==> config.mk <==
export PLATFORM = sky130hd
export DESIGN_NAME = mm_stream_sequencer
export DESIGN_NICKNAME = d
export VERILOG_FILES = /design/src/rtl/mm_ctrl_pkg.sv /design/src/rtl/res_axis_streamer.sv /design/src/rtl/mm_stream_sequencer.sv
export SDC_FILE = /design/constraint.sdc
export NUM_CORES = 1
export LEC_CHECK = 0
export ABC_CLOCK_PERIOD_IN_PS = 3700
export BUFFER_PORTS_ARGS = -buffer_cell sky130_fd_sc_hd__buf_2
export CAP_MARGIN = 30
export CORE_ASPECT_RATIO = 2
export CORE_MARGIN = 3
export CORE_UTILIZATION = 35
export DETAILED_ROUTE_END_ITERATION = 8
export PLACE_DENSITY_LB_ADDON = 0.2
export SLEW_MARGIN = 20
export SYNTH_ARGS = -nofsm -noshare
export SYNTH_HDL_FRONTEND = slang
export SYNTH_SLANG_ARGS = --single-unit
export TNS_END_PERCENT = 5
==> constraint.sdc <==
create_clock -name ACLK -period 3.7 [get_ports ACLK]
set_input_delay 0.555 -clock ACLK [delete_from_list [all_inputs] [get_ports ACLK]]
set_output_delay 0.555 -clock ACLK [all_outputs]
set_load 0.1 [all_outputs]
==> src/rtl/mm_ctrl_pkg.sv <==
// Shared definitions for the matrix-multiply stream sequencer.
// Latency: n/a (types, defaults and derived element counts only).
// Backpressure: n/a.
package mm_ctrl_pkg;

  localparam int WIDTH_DEF        = 8;
  localparam int A_DEPTH_BITS_DEF = 3;
  localparam int B_DEPTH_BITS_DEF = 2;
  localparam int RES_DEPTH_BITS_DEF = 1;

  // Number of RAM locations addressed by a given number of address bits
  function automatic int elems(input int bits);
    return 1 << bits;
  endfunction

  localparam int A_ELEMS   = elems(A_DEPTH_BITS_DEF);
  localparam int B_ELEMS   = elems(B_DEPTH_BITS_DEF);
  localparam int RES_ELEMS = elems(RES_DEPTH_BITS_DEF);

  // Top-level control states; the result read-out phase lives in the streamer
  typedef enum logic [2:0] {
    CTL_IDLE      = 3'd0,
    CTL_RECV_A    = 3'd1,
    CTL_RECV_B    = 3'd2,
    CTL_START     = 3'd3,
    CTL_WAIT_DONE = 3'd4,
    CTL_STREAM    = 3'd5
  } ctl_state_t;

  // Result streamer states (RD_REQ / RD_LATCH / SEND plus its own idle)
  typedef enum logic [1:0] {
    STR_IDLE     = 2'd0,
    STR_RD_REQ   = 2'd1,
    STR_RD_LATCH = 2'd2,
    STR_SEND     = 2'd3
  } str_state_t;

endpackage

==> src/rtl/res_axis_streamer.sv <==
// Reads each RES_RAM word and presents it on the master stream, TLAST on the final word.
// Latency: go -> TVALID in 3 cycles; one word per 3 cycles with downstream always ready.
// Backpressure: TVALID/TDATA/TLAST hold in SEND until TREADY; next read waits for the handshake.
module res_axis_streamer
  import mm_ctrl_pkg::*;
#(
  parameter int WIDTH    = WIDTH_DEF,
  parameter int RES_BITS = RES_DEPTH_BITS_DEF
) (
  input  logic                i_clk,
  input  logic                i_rst_n,
  input  logic                i_go,
  output logic                o_finished,
  output logic                o_rd_en,
  output logic [RES_BITS-1:0] o_rd_addr,
  input  logic [WIDTH-1:0]    i_rd_data,
  output logic [31:0]         o_m_tdata,
  output logic                o_m_tvalid,
  output logic                o_m_tlast,
  input  logic                i_m_tready
);

  localparam int RES_N = elems(RES_BITS);

  str_state_t          r_state;
  logic [RES_BITS-1:0] r_out_cnt;
  logic                r_rd_en;
  logic [RES_BITS-1:0] r_rd_addr;
  logic [31:0]         r_tdata;
  logic                r_tvalid;
  logic                r_tlast;

  // Final handshake of the frame hands control back to the top FSM
  assign o_finished = (r_state == STR_SEND) & i_m_tready & r_tlast;
  assign o_rd_en    = r_rd_en;
  assign o_rd_addr  = r_rd_addr;
  assign o_m_tdata  = r_tdata;
  assign o_m_tvalid = r_tvalid;
  assign o_m_tlast  = r_tlast;

  // Read/latch/send sequencer; the read strobe is raised on entry to RD_REQ so data lands in RD_LATCH
  always_ff @(posedge i_clk) begin
    if (!i_rst_n) begin
      r_state   <= STR_IDLE;
      r_out_cnt <= '0;
      r_rd_en   <= 1'b0;
      r_rd_addr <= '0;
      r_tdata   <= '0;
      r_tvalid  <= 1'b0;
      r_tlast   <= 1'b0;
    end else begin
      case (r_state)
        STR_IDLE: begin
          if (i_go) begin
            r_rd_en   <= 1'b1;
            r_rd_addr <= r_out_cnt;
            r_state   <= STR_RD_REQ;
          end
        end
        STR_RD_REQ: begin
          r_rd_en <= 1'b0;
          r_state <= STR_RD_LATCH;
        end
        STR_RD_LATCH: begin
          r_tdata  <= {{(32-WIDTH){1'b0}}, i_rd_data};
          r_tvalid <= 1'b1;
          r_tlast  <= (r_out_cnt == RES_BITS'(RES_N - 1));
          r_state  <= STR_SEND;
        end
        STR_SEND: begin
          if (i_m_tready) begin
            r_tvalid <= 1'b0;
            r_tlast  <= 1'b0;
            if (r_tlast) begin
              r_out_cnt <= '0;
              r_state   <= STR_IDLE;
            end else begin
              r_out_cnt <= r_out_cnt + 1'b1;
              r_rd_en   <= 1'b1;
              r_rd_addr <= r_out_cnt + 1'b1;
              r_state   <= STR_RD_REQ;
            end
          end
        end
        default: r_state <= STR_IDLE;
      endcase
    end
  end

endmodule

==> src/rtl/mm_stream_sequencer.sv <==
// Loads one input frame into A_RAM/B_RAM, pulses Start, waits for Done, then streams RES_RAM out.
// Latency: RAM write 1 cycle after each input handshake; Start the cycle after the last one.
// Backpressure: S_AXIS_TREADY only in RECV_A/RECV_B; output holds under M_AXIS_TREADY low.
module mm_stream_sequencer
  import mm_ctrl_pkg::*;
#(
  parameter int width          = WIDTH_DEF,
  parameter int A_depth_bits   = A_DEPTH_BITS_DEF,
  parameter int B_depth_bits   = B_DEPTH_BITS_DEF,
  parameter int RES_depth_bits = RES_DEPTH_BITS_DEF
) (
  input  logic                      ACLK,
  input  logic                      ARESETN,
  input  logic [31:0]               S_AXIS_TDATA,
  input  logic                      S_AXIS_TVALID,
  input  logic                      S_AXIS_TLAST,
  output logic                      S_AXIS_TREADY,
  output logic [31:0]               M_AXIS_TDATA,
  output logic                      M_AXIS_TVALID,
  output logic                      M_AXIS_TLAST,
  input  logic                      M_AXIS_TREADY,
  output logic                      A_write_en,
  output logic [A_depth_bits-1:0]   A_write_address,
  output logic [width-1:0]          A_write_data_in,
  output logic                      B_write_en,
  output logic [B_depth_bits-1:0]   B_write_address,
  output logic [width-1:0]          B_write_data_in,
  output logic                      RES_read_en,
  output logic [RES_depth_bits-1:0] RES_read_address,
  input  logic [width-1:0]          RES_read_data_out,
  output logic                      Start,
  input  logic                      Done
);

  localparam int A_N   = elems(A_depth_bits);
  localparam int B_N   = elems(B_depth_bits);
  localparam int CNT_W = (A_depth_bits > B_depth_bits) ? A_depth_bits : B_depth_bits;

  ctl_state_t              r_state;
  logic [CNT_W-1:0]        r_in_cnt;
  logic                    r_a_we;
  logic [A_depth_bits-1:0] r_a_addr;
  logic [width-1:0]        r_a_dat;
  logic                    r_b_we;
  logic [B_depth_bits-1:0] r_b_addr;
  logic [width-1:0]        r_b_dat;
  logic                    r_start;
  logic                    w_s_hs;
  logic                    w_go;
  logic                    w_finished;
  logic                    w_unused_in;

  // Frame length is count-defined, so TLAST and the upper TDATA bits carry nothing we need
  assign w_unused_in = ^{S_AXIS_TLAST, S_AXIS_TDATA[31:width]};

  assign S_AXIS_TREADY = (r_state == CTL_RECV_A) | (r_state == CTL_RECV_B);
  assign w_s_hs        = S_AXIS_TVALID & S_AXIS_TREADY;
  // Done only counts while waiting for it; a stale pulse after reset lands elsewhere and is dropped
  assign w_go          = (r_state == CTL_WAIT_DONE) & Done;

  assign A_write_en      = r_a_we;
  assign A_write_address = r_a_addr;
  assign A_write_data_in = r_a_dat;
  assign B_write_en      = r_b_we;
  assign B_write_address = r_b_addr;
  assign B_write_data_in = r_b_dat;
  assign Start           = r_start;

  // Input capture and multiplier hand-off; write strobes and Start are single-cycle registered pulses
  always_ff @(posedge ACLK) begin
    if (!ARESETN) begin
      r_state  <= CTL_IDLE;
      r_in_cnt <= '0;
      r_a_we   <= 1'b0;
      r_a_addr <= '0;
      r_a_dat  <= '0;
      r_b_we   <= 1'b0;
      r_b_addr <= '0;
      r_b_dat  <= '0;
      r_start  <= 1'b0;
    end else begin
      r_a_we  <= 1'b0;
      r_b_we  <= 1'b0;
      r_start <= 1'b0;
      case (r_state)
        CTL_IDLE: r_state <= CTL_RECV_A;
        CTL_RECV_A: begin
          if (w_s_hs) begin
            r_a_we   <= 1'b1;
            r_a_addr <= r_in_cnt[A_depth_bits-1:0];
            r_a_dat  <= S_AXIS_TDATA[width-1:0];
            if (r_in_cnt == CNT_W'(A_N - 1)) begin
              r_in_cnt <= '0;
              r_state  <= CTL_RECV_B;
            end else begin
              r_in_cnt <= r_in_cnt + 1'b1;
            end
          end
        end
        CTL_RECV_B: begin
          if (w_s_hs) begin
            r_b_we   <= 1'b1;
            r_b_addr <= r_in_cnt[B_depth_bits-1:0];
            r_b_dat  <= S_AXIS_TDATA[width-1:0];
            if (r_in_cnt == CNT_W'(B_N - 1)) begin
              // Last B write commits during the START cycle, ahead of any multiplier read
              r_in_cnt <= '0;
              r_start  <= 1'b1;
              r_state  <= CTL_START;
            end else begin
              r_in_cnt <= r_in_cnt + 1'b1;
            end
          end
        end
        CTL_START:     r_state <= CTL_WAIT_DONE;
        CTL_WAIT_DONE: if (Done) r_state <= CTL_STREAM;
        CTL_STREAM:    if (w_finished) r_state <= CTL_IDLE;
        default:       r_state <= CTL_IDLE;
      endcase
    end
  end

  res_axis_streamer #(
    .WIDTH    (width),
    .RES_BITS (RES_depth_bits)
  ) u_streamer (
    .i_clk      (ACLK),
    .i_rst_n    (ARESETN),
    .i_go       (w_go),
    .o_finished (w_finished),
    .o_rd_en    (RES_read_en),
    .o_rd_addr  (RES_read_address),
    .i_rd_data  (RES_read_data_out),
    .o_m_tdata  (M_AXIS_TDATA),
    .o_m_tvalid (M_AXIS_TVALID),
    .o_m_tlast  (M_AXIS_TLAST),
    .i_m_tready (M_AXIS_TREADY)
  );

endmodule

==> impl_metrics.py, run 1 <==
metrics = {
    "timing": {
        "relSlewSlack_pct": 47.9,
        "hold_viol_final": 0,
        "setup_tns_ns": 0,
        "fmax_ghz": 0.455,
        "worst_pin_slew_ns": 0.779,
        "finalCritPeriodShare_pct": 59.4,
        "final-max-slew-violation-count": 0,
        "min_period_ns": 2.20,
        "rsz0062_at_grt": "no",
        "finalSetupViolations": 0,
        "holdWs_ns": 0.450,
        "skew_ns": 0.00473,
    },
    "yosys": {
        "synth_adder_area_share_pct": 5.90,
        "yosysWarnings": 0,
        "synth_top_area_share_pct": 42.5,
        "yosys-top-cells-count": "49 x nand2_1, 45 x dfxtp_1, 28 x a21oi_1, 25 x buf_4, 23 x nor2_1",
        "synth_edf_count": 0,
        "synth_top_family_by_area": "simple AND/OR/NAND/NOR gates",
        "synth_top_cell_by_area": "dfxtp_1",
        "synth_most_common_cell": "nand2_1",
        "syn_inst": 248,
        "netlist_area_sq_um": 2120,
        "synth-main-ff-cell": "dfxtp_1",
        "synth-async-reset-ratio_pct": 0,
        "synth_compound_area_share_pct": 14.0,
        "ys_seq_elements": 45,
        "synthMuxAreaShare_pct": 5.25,
        "syn_area_per_cell_sq_um": 8.55,
        "synth_cell_types": 34,
        "yosysSeqAreaShare_pct": 42.5,
        "yosys.area_share.simple_pct": 18.2,
        "synth_area_leaders": "dfxtp_1 42%, buf_4 8.8%, nand2_1 8.7%",
        "synth_xor_area_share_pct": 1.30,
    },
    "cts": {
        "postCtsHoldBufs": 0,
        "cts_tree": "done",
        "cts.clk_slew.worst_paths_ns": 0.06,
        "clockBufferDepth": 2,
        "root_buffer": "clkbuf_16",
        "cts_resized": 0,
        "clock-sinks": 45,
        "post-cts-setup-buffer-count": 0,
        "cts_max_level": 2,
        "numCtsBuffers": 5,
        "insertion_delay_ns": 0.28,
    },
    "power": {
        "p_int_mw": 0.958,
        "seqPwrFrac_pct": 33.1,
        "cellPowerDensity_nw_per_um2": 734,
        "switchingPower_mw": 0.859,
        "swShare_pct": 47.3,
        "irDropWorstVdd_mv": 0.411,
        "leakagePower_nw": 1.11,
        "power_frac_comb_pct": 42.7,
        "p_clk_share_pct": 24.2,
    },
    "global_route": {
        "grt_pass1_wl_microns": 7170,
        "grt_pass1_vias": 1536,
        "grt_antenna_before_repair": 0,
        "grt_use_total_pct": 13.4,
        "grt_overflow": 0,
        "grt_max_degree": 36,
    },
    "place": {
        "dpl.hpwl_microns": 3420,
        "io_buffers": 57,
        "place_congestion": 0.766,
        "numPlacedInstances": 353,
    },
    "floorplan": {
        "rows": 39,
        "die_area_sq_um": 7090,
        "start_util_pct": 36.5,
        "fp.dieH_microns": 116,
        "fp.dieW_microns": 61.0,
        "core_sq_um": 5810,
        "io_pins": 107,
    },
    "critical_path": {
        "startpoint_type": "flop",
        "path_class": "reg -> out",
        "required_ns": 3.14,
        "cp_max_fo": 11,
        "arrival_ns": 1.64,
        "crit_path_end_kind": "primary output",
    },
    "routing": {
        "avgRoutedWirePerCell_microns": 12.4,
        "dr.pass1.iters": 4,
        "drt_wl_total_microns": 4480,
        "drtIter0Drc": 59,
        "via_count": 1708,
        "drtAntennaViolNets": 0,
        "viasPerCell": 4.73,
        "remaining_drc_errors": 0,
    },
    "finish": {
        "final_cells": 361,
        "nNetsFinal": 355,
        "diodes": 0,
        "post-route-util_pct": 42.6,
        "syn_to_final_growth_pct": 16.8,
        "layout-drive-gt1-share_pct": 23.0,
    },
    "run": {
        "cap_viol_max_count": 0,
    },
    "run_status": {
        "outcome": "completed",
    },
    "hold_path": {
        "hp-class": "reg -> reg",
    },
}
metal layers:
| layer | GRT usage (%) | part of all wire (%) | vias up |
|---|---|---|---|
| met1 | 14.9 | 38 | 764 |
| met4 | 5.93 | 1.6 | 0 |
| met2 | 23.6 | 56 | 54 |
| met3 | 2.34 | 4.5 | 7 |
| met5 | 0 | 0 | - |
| li1 | - | - | 883 |
stage by stage:
stage,power (mW),worst slack (ns),area [sq um]
2_1_floorplan,1.31,1.26,2210
3_3_place_gp,1.39,1.78,2330
3_5_place_dp,1.40,1.78,2330
4_1_cts,1.84,1.47,2480
5_1_grt,1.92,1.37,2480
6_report,1.82,1.50,2480
cell type report:
cell class,count,area (sq um)
sequential,45,901
clock inverter,3,21.3
timing repair buffer,58,293
tap,61,76.3
inverter,6,22.5
multi-input combinational,183,1040
fill,623,3330
clock buffer,5,125
placed cells by master (no fill, tap or decap), drive strengths merged:
cell and count:
a22oi 1, xnor2 1, o41ai 1, dfxtp 45, nand3b 3, o311ai 2, o22a 1, or2b 1
a211oi 5, mux2i 10, conb 24, inv 6, o31a 1, mux2 1, clkbuf 5, nand2b 6
ha 10, or4b 1, nor2 23, buf 58, clkinvlp 1, nand2 49, o221ai 1, nor4b 1
a21oi 28, nor2b 2, a31oi 1, clkinv 2, o21ai 6, a221oi 2, and3 1, nand4bb 1
power groups by stage:
| stage | combinational (mW) | clock, mW | sequential (mW) |
|---|---|---|---|
| 2_1_floorplan | 0.454 | 0 | 0.861 |
| 3_3_place_gp | 0.777 | 0 | 0.612 |
| 3_5_place_dp | 0.782 | 0 | 0.614 |
| 4_1_cts | 0.784 | 0.459 | 0.602 |
| 5_1_grt | 0.828 | 0.479 | 0.611 |
| 6_report | 0.775 | 0.439 | 0.602 |
cell families (layout without fill, tap and decap cells):
| family | count (synthesis) | count (layout) |
|---|---|---|
| buf+inv | 43 | 72 |
| other cells | 1 | 24 |
| simple gates | 88 | 88 |
| mux | 11 | 11 |
| flops | 45 | 45 |
| xor+xnor | 1 | 1 |
| compound gates | 49 | 49 |
| fa+ha+maj | 10 | 10 |
registers in the layout, summed over array words and instances (netlist names):
signal                 flops
Start                      1
u_streamer.o_m_tlast       1
B_write_en                 1
B_write_data_in            8
r_in_cnt                   3
u_streamer.r_state         2
u_streamer.o_rd_en         1
r_state                    3
u_streamer.o_m_tvalid      1
u_streamer.r_out_cnt       1
A_write_address            3
A_write_en                 1
A_write_data_in            8
u_streamer.o_m_tdata       8
B_write_address            2
u_streamer.o_rd_addr       1
critical path, cell delays in order (launching register included):
cell	delay, ns
dfxtp_1	0.59
xnor2_4	0.16
nor2_1	0.15
buf_2	0.45
worst paths after layout:
kind	startpoint	endpoint	slack, ns	depth (start not counted)
worst max-delay path	r_state[0]	S_AXIS_TREADY	1.50	3
worst min-delay path	B_write_data_in[0]	B_write_data_in[0]	0.45	2
worst max register to register	r_state[0]	A_write_data_in[5]	1.84	4
worst min register to register	B_write_data_in[0]	B_write_data_in[0]	0.45	2
Note: power is estimated with default switching activity, not from simulation.
==> run 2, diff against run 1 <==
Settings changed: ABC_AREA set to 1, ABC_CLOCK_PERIOD_IN_PS 3700 to 1800.
Clock period 3.7 ns to 1.8 ns, I/O delays scaled along.
==> impl_metrics.py, run 2 <==
metrics = {
    "power": {
        "p_total_mw": 4.24,
        "irDropWorstVdd_mv": 0.580,
        "leakagePower_nw": 1.28,
        "cellPowerDensity_nw_per_um2": 1550,
    },
    "global_route": {
        "grt_max_degree": 33,
        "grt_most_used_layer": "met2",
        "grt_util_met2_pct": 27.5,
        "grt_pass1_wl_microns": 8560,
        "grt_pass1_vias": 1929,
        "grt_util_met3_pct": 3.35,
        "grt_antenna_before_repair": 0,
        "grt_overflow": 0,
        "grt_use_total_pct": 14.0,
        "met1_usage_pct": 13.9,
    },
    "place": {
        "dp_slack_ns": 0.308,
        "numPlacedInstances": 426,
        "place_congestion": 0.744,
        "io_buffers": 57,
        "dpl.hpwl_microns": 3740,
    },
    "cts": {
        "clock-sinks": 45,
        "cts_max_level": 2,
        "postCtsHoldBufs": 0,
        "cts_tree": "done",
        "post-cts-setup-buffer-count": 0,
        "numCtsBuffers": 5,
        "clockBufferDepth": 2,
        "cts.clk_slew.worst_paths_ns": 0.06,
        "cts_resized": 0,
        "root_buffer": "clkbuf_16",
        "insertion_delay_ns": 0.28,
    },
    "finish": {
        "final_cell_mix": "56 x buf_2, 49 x nand2_1, 45 x dfxtp_1",
        "nNetsFinal": 403,
        "layout-drive-gt1-share_pct": 27.6,
        "syn_to_final_growth_pct": 19.5,
        "n_fill_cell": 708,
        "layout_commonest_cell": "buf_2",
        "final_cells": 434,
        "diodes": 0,
    },
    "yosys": {
        "synth_edf_count": 0,
        "yosys-top-cells-count": "49 x nand2_1, 45 x dfxtp_1, 32 x nor2_1, 30 x a21oi_1, 29 x nand3_1",
        "synth_most_common_cell": "nand2_1",
        "synth-main-ff-cell": "dfxtp_1",
        "synth-async-reset-ratio_pct": 0,
        "synth_cell_types": 31,
        "synth_top_area_share_pct": 39.3,
        "ys_seq_elements": 45,
        "syn_inst": 294,
        "synth_area_leaders": "dfxtp_1 39%, buf_4 8.8%, nand2_1 8.0%",
        "netlist_area_sq_um": 2290,
        "syn_area_per_cell_sq_um": 7.80,
        "yosysSeqAreaShare_pct": 39.3,
        "yosysWarnings": 0,
        "synth_top_cell_by_area": "dfxtp_1",
    },
    "hold_path": {
        "whs_path_depth": 3,
        "hp-class": "in -> reg",
    },
    "routing": {
        "via_count": 1940,
        "dr.pass1.iters": 4,
        "avgRoutedWirePerCell_microns": 11.4,
        "drtIter0Drc": 162,
        "viasPerCell": 4.47,
        "drt_wl_total_microns": 4940,
        "drtAntennaViolNets": 0,
        "remaining_drc_errors": 0,
    },
    "critical_path": {
        "crit_path_end_kind": "primary output",
        "cp_max_fo": 8,
        "required_ns": 1.53,
        "reg2reg_depth": 10,
        "startpoint_type": "flop",
        "arrival_ns": 1.42,
        "path_class": "reg -> out",
    },
    "floorplan": {
        "fp.dieH_microns": 120,
        "io_pins": 107,
        "die_area_sq_um": 7620,
        "core_sq_um": 6310,
        "fp.dieW_microns": 63.2,
        "rows": 41,
        "start_util_pct": 36.3,
    },
    "timing": {
        "final-max-slew-violation-count": 0,
        "worst_slack_ns": 0.106,
        "finalSetupViolations": 0,
        "min_period_ns": 1.69,
        "fmax_ghz": 0.590,
        "finalCritPeriodShare_pct": 94.1,
        "rsz0062_at_grt": "no",
        "hold_viol_final": 0,
        "skew_ns": 0.00394,
        "setup_tns_ns": 0,
    },
    "run_status": {
        "outcome": "completed",
    },
    "run": {
        "cap_viol_max_count": 0,
    },
}
-- run 2: cell types whose count changed after synthesis, sizes merged, moves of 6 or more --
cell / delta
o21ai: +8
nor2: +13
mux2i: -10
inv: +17
nand2b: -6
nand3: +32
nand2: +8
-- run 2: kinds of logic after synthesis --
| logic type | share of synthesized area [%] |
|---|---|
| AO/OA/AOI/OAI | 11.8 |
| adder cells (fa/ha/maj) | 5.46 |
| buffers and inverters | 16.4 |
| flip-flops | 39.3 |
| other | 0.164 |
| AND/OR/NAND/NOR | 26.8 |
-- run 2: path summary, 6_finish.rpt --
check / slack [ns] / from / to
setup reg to reg: 0.30 / r_in_cnt[0] / r_state[1]
setup / recovery: 0.11 / r_state[1] / S_AXIS_TREADY
hold reg to reg: 0.46 / B_write_data_in[5] / B_write_data_in[5]
hold / removal: 0.20 / RES_read_data_out[4] / u_streamer.o_m_tdata[4]
-- run 2: worst max-delay path, stage by stage, from the launching register on --
cell	delay, ns
dfxtp_1	0.58
clkinv_2	0.17
nand2_4	0.11
o21ai_4	0.10
buf_12	0.18
-- run 2: layer usage --
| layer | up-vias | part of all wire [%] |
|---|---|---|
| met1 | 883 | 37 |
| met5 | - | 0 |
| li1 | 992 | - |
| met4 | 0 | 1.6 |
| met3 | 8 | 5.9 |
| met2 | 57 | 56 |
-- run 2: metrics by stage --
| step | cell area [sq um] | hold slack, ns | util, % |
|---|---|---|---|
| 5_1_grt | 2740 | 0.218 | 43.4 |
| 2_1_floorplan | 2380 | 0.405 | - |
| 6_report | 2740 | 0.203 | 43.4 |
| 3_3_place_gp | 2550 | 0.447 | 40.4 |
| 3_5_place_dp | 2550 | 0.450 | 40.4 |
| 4_1_cts | 2740 | 0.196 | 43.4 |
-- run 2: report_power, final --
part / leakage (nW) / internal, mW / switching [mW]
Clock: 0.0944 / 0.800 / 0.394
Sequential: 0.364 / 1.11 / 0.120
Combinational: 0.824 / 0.410 / 1.41
Total: 1.28 / 2.32 / 1.92
-- run 2: layout make-up --
class	count	area [sq um]	share of cell area, %
multi-input cells	209	1100	40.2
flip-flops and latches	45	901	32.9
repair buffers	63	345	12.6
clock buffers	5	125	4.57
well taps	86	108	3.93
inverters	23	90.1	3.29
clock inverters	3	68.8	2.51
==> run 3, diff against run 2 <==
Settings changed: CORE_UTILIZATION 35 to 29, RECOVER_POWER set to 50.
==> impl_metrics.py, run 3 (synthesis results as in run 2) <==
metrics = {
    "run_status": {
        "outcome": "completed",
    },
    "finish": {
        "layout-drive-gt1-share_pct": 26.6,
        "nNetsFinal": 404,
        "post-route-util_pct": 35.8,
        "syn_to_final_growth_pct": 19.5,
        "diodes": 0,
        "n_fill_cell": 854,
        "final_cell_mix": "51 x nand2_1, 44 x dfxtp_1, 34 x clkbuf_2",
        "layout_commonest_cell": "nand2_1",
        "fin_area_sq_um": 2740,
    },
    "global_route": {
        "grt_use_total_pct": 12.3,
        "grt_max_degree": 23,
        "grt_overflow": 0,
        "grt_pass1_wl_microns": 8740,
        "grt_pass1_vias": 1876,
        "grt_antenna_before_repair": 0,
    },
    "hold_path": {
        "hp-class": "in -> reg",
        "whs_path_depth": 3,
    },
    "routing": {
        "drt_wl_total_microns": 5130,
        "dr.pass1.iters": 4,
        "viasPerCell": 4.37,
        "via_count": 1936,
        "drtIter0Drc": 112,
        "remaining_drc_errors": 0,
        "avgRoutedWirePerCell_microns": 11.6,
        "drtAntennaViolNets": 0,
    },
    "floorplan": {
        "core_sq_um": 7660,
        "rows": 45,
        "start_util_pct": 30.0,
        "fp.dieH_microns": 132,
        "die_area_sq_um": 9080,
        "io_pins": 107,
        "fp.dieW_microns": 68.9,
    },
    "place": {
        "placed_area_sq_um": 2580,
        "place_congestion": 0.707,
        "dpl.hpwl_microns": 3970,
        "io_buffers": 57,
    },
    "cts": {
        "numCtsBuffers": 5,
        "cts_tree": "done",
        "clock-sinks": 45,
        "clockBufferDepth": 2,
        "cts_max_level": 2,
        "postCtsHoldBufs": 0,
        "post-cts-setup-buffer-count": 0,
        "insertion_delay_ns": 0.29,
        "root_buffer": "clkbuf_16",
        "cts.clk_slew.worst_paths_ns": 0.06,
        "cts_resized": 0,
    },
    "critical_path": {
        "crit_path_end_kind": "primary output",
        "r2r_slack_ns": 0.28,
        "required_ns": 1.53,
        "arrival_ns": 1.43,
        "startpoint_type": "flop",
        "reg2reg_depth": 5,
        "cp_max_fo": 6,
        "path_class": "reg -> out",
    },
    "power": {
        "seqPwrFrac_pct": 30.2,
        "leakagePower_nw": 1.24,
        "power_frac_comb_pct": 43.5,
        "p_int_mw": 2.22,
        "swShare_pct": 46.4,
        "irDropWorstVdd_mv": 0.555,
        "cellPowerDensity_nw_per_um2": 1510,
        "p_total_mw": 4.13,
        "p_clk_share_pct": 26.3,
        "switchingPower_mw": 1.92,
    },
    "timing": {
        "final-max-slew-violation-count": 0,
        "min_period_ns": 1.70,
        "skew_ns": 0.00412,
        "worst_pin_slew_ns": 0.555,
        "rsz0062_at_grt": "no",
        "finalCritPeriodShare_pct": 94.6,
        "setup_tns_ns": 0,
        "hold_viol_final": 0,
        "relSlewSlack_pct": 63.1,
        "finalSetupViolations": 0,
        "fmax_ghz": 0.587,
    },
    "run": {
        "cap_viol_max_count": 0,
    },
}
## run 3: cell count changes in the layout (fill, tap and decap cells not counted), moves of 2 or more
| cell | before | now |
|---|---|---|
| nand2_1 | 49 | 51 |
| buf_2 | 56 | 22 |
| clkbuf_2 | 0 | 34 |
| clkbuf_1 | 0 | 2 |
| nand2_2 | 5 | 3 |
| buf_4 | 6 | 4 |
## run 3: metal layers
metal  GRT usage [%]  share of wire [%]  vias to the layer above
li1                -                  -                      992
met1            12.7                 37                      869
met2            22.9                 55                       67
met3            2.39                6.7                        8
met4            4.89                1.9                        0
met5               0                  0                        -
## run 3: critical path, cell delays in order, from the launching register on
cell and delay, ns:
dfxtp_1 0.56, nand2_4 0.11, o21ai_4 0.25, buf_12 0.21
## run 3: worst paths after layout
check / end / start
worst max-delay path: S_AXIS_TREADY / r_state[0]
worst min-delay path: u_streamer.o_m_tdata[0] / RES_read_data_out[0]
worst max register to register: B_write_data_in[4] / r_state[1]
worst min register to register: A_write_data_in[2] / A_write_data_in[2]
## run 3: stage by stage
stage	hold WS, ns	std cells	setup slack (ns)
finish	0.200	443	0.0975
global route	0.228	443	0.0162
CTS	0.196	443	0.0416
detailed placement	0.452	435	0.277
global placement	0.446	435	0.305
floorplan	0.405	317	0.0836
## run 3: power groups by stage
stage	Sequential [mW]	Clock, mW	Combinational [mW]
global placement	1.27	0	1.83
CTS	1.25	1.12	1.84
finish	1.25	1.09	1.80
global route	1.26	1.15	1.96
floorplan	1.71	0	1.15
detailed placement	1.27	0	1.83
## run 3: area by class of cell
cell class / instances / area, sq um / share of cell area (%)
Clock buffer: 6 / 139 / 5.07
Clock inverter: 2 / 37.5 / 1.37
Inverter: 23 / 90.1 / 3.29
Multi-Input combinational cell: 209 / 1100 / 40.0
Sequential cell: 45 / 902 / 32.9
Tap cell: 94 / 118 / 4.29
Timing Repair Buffer: 64 / 358 / 13.1
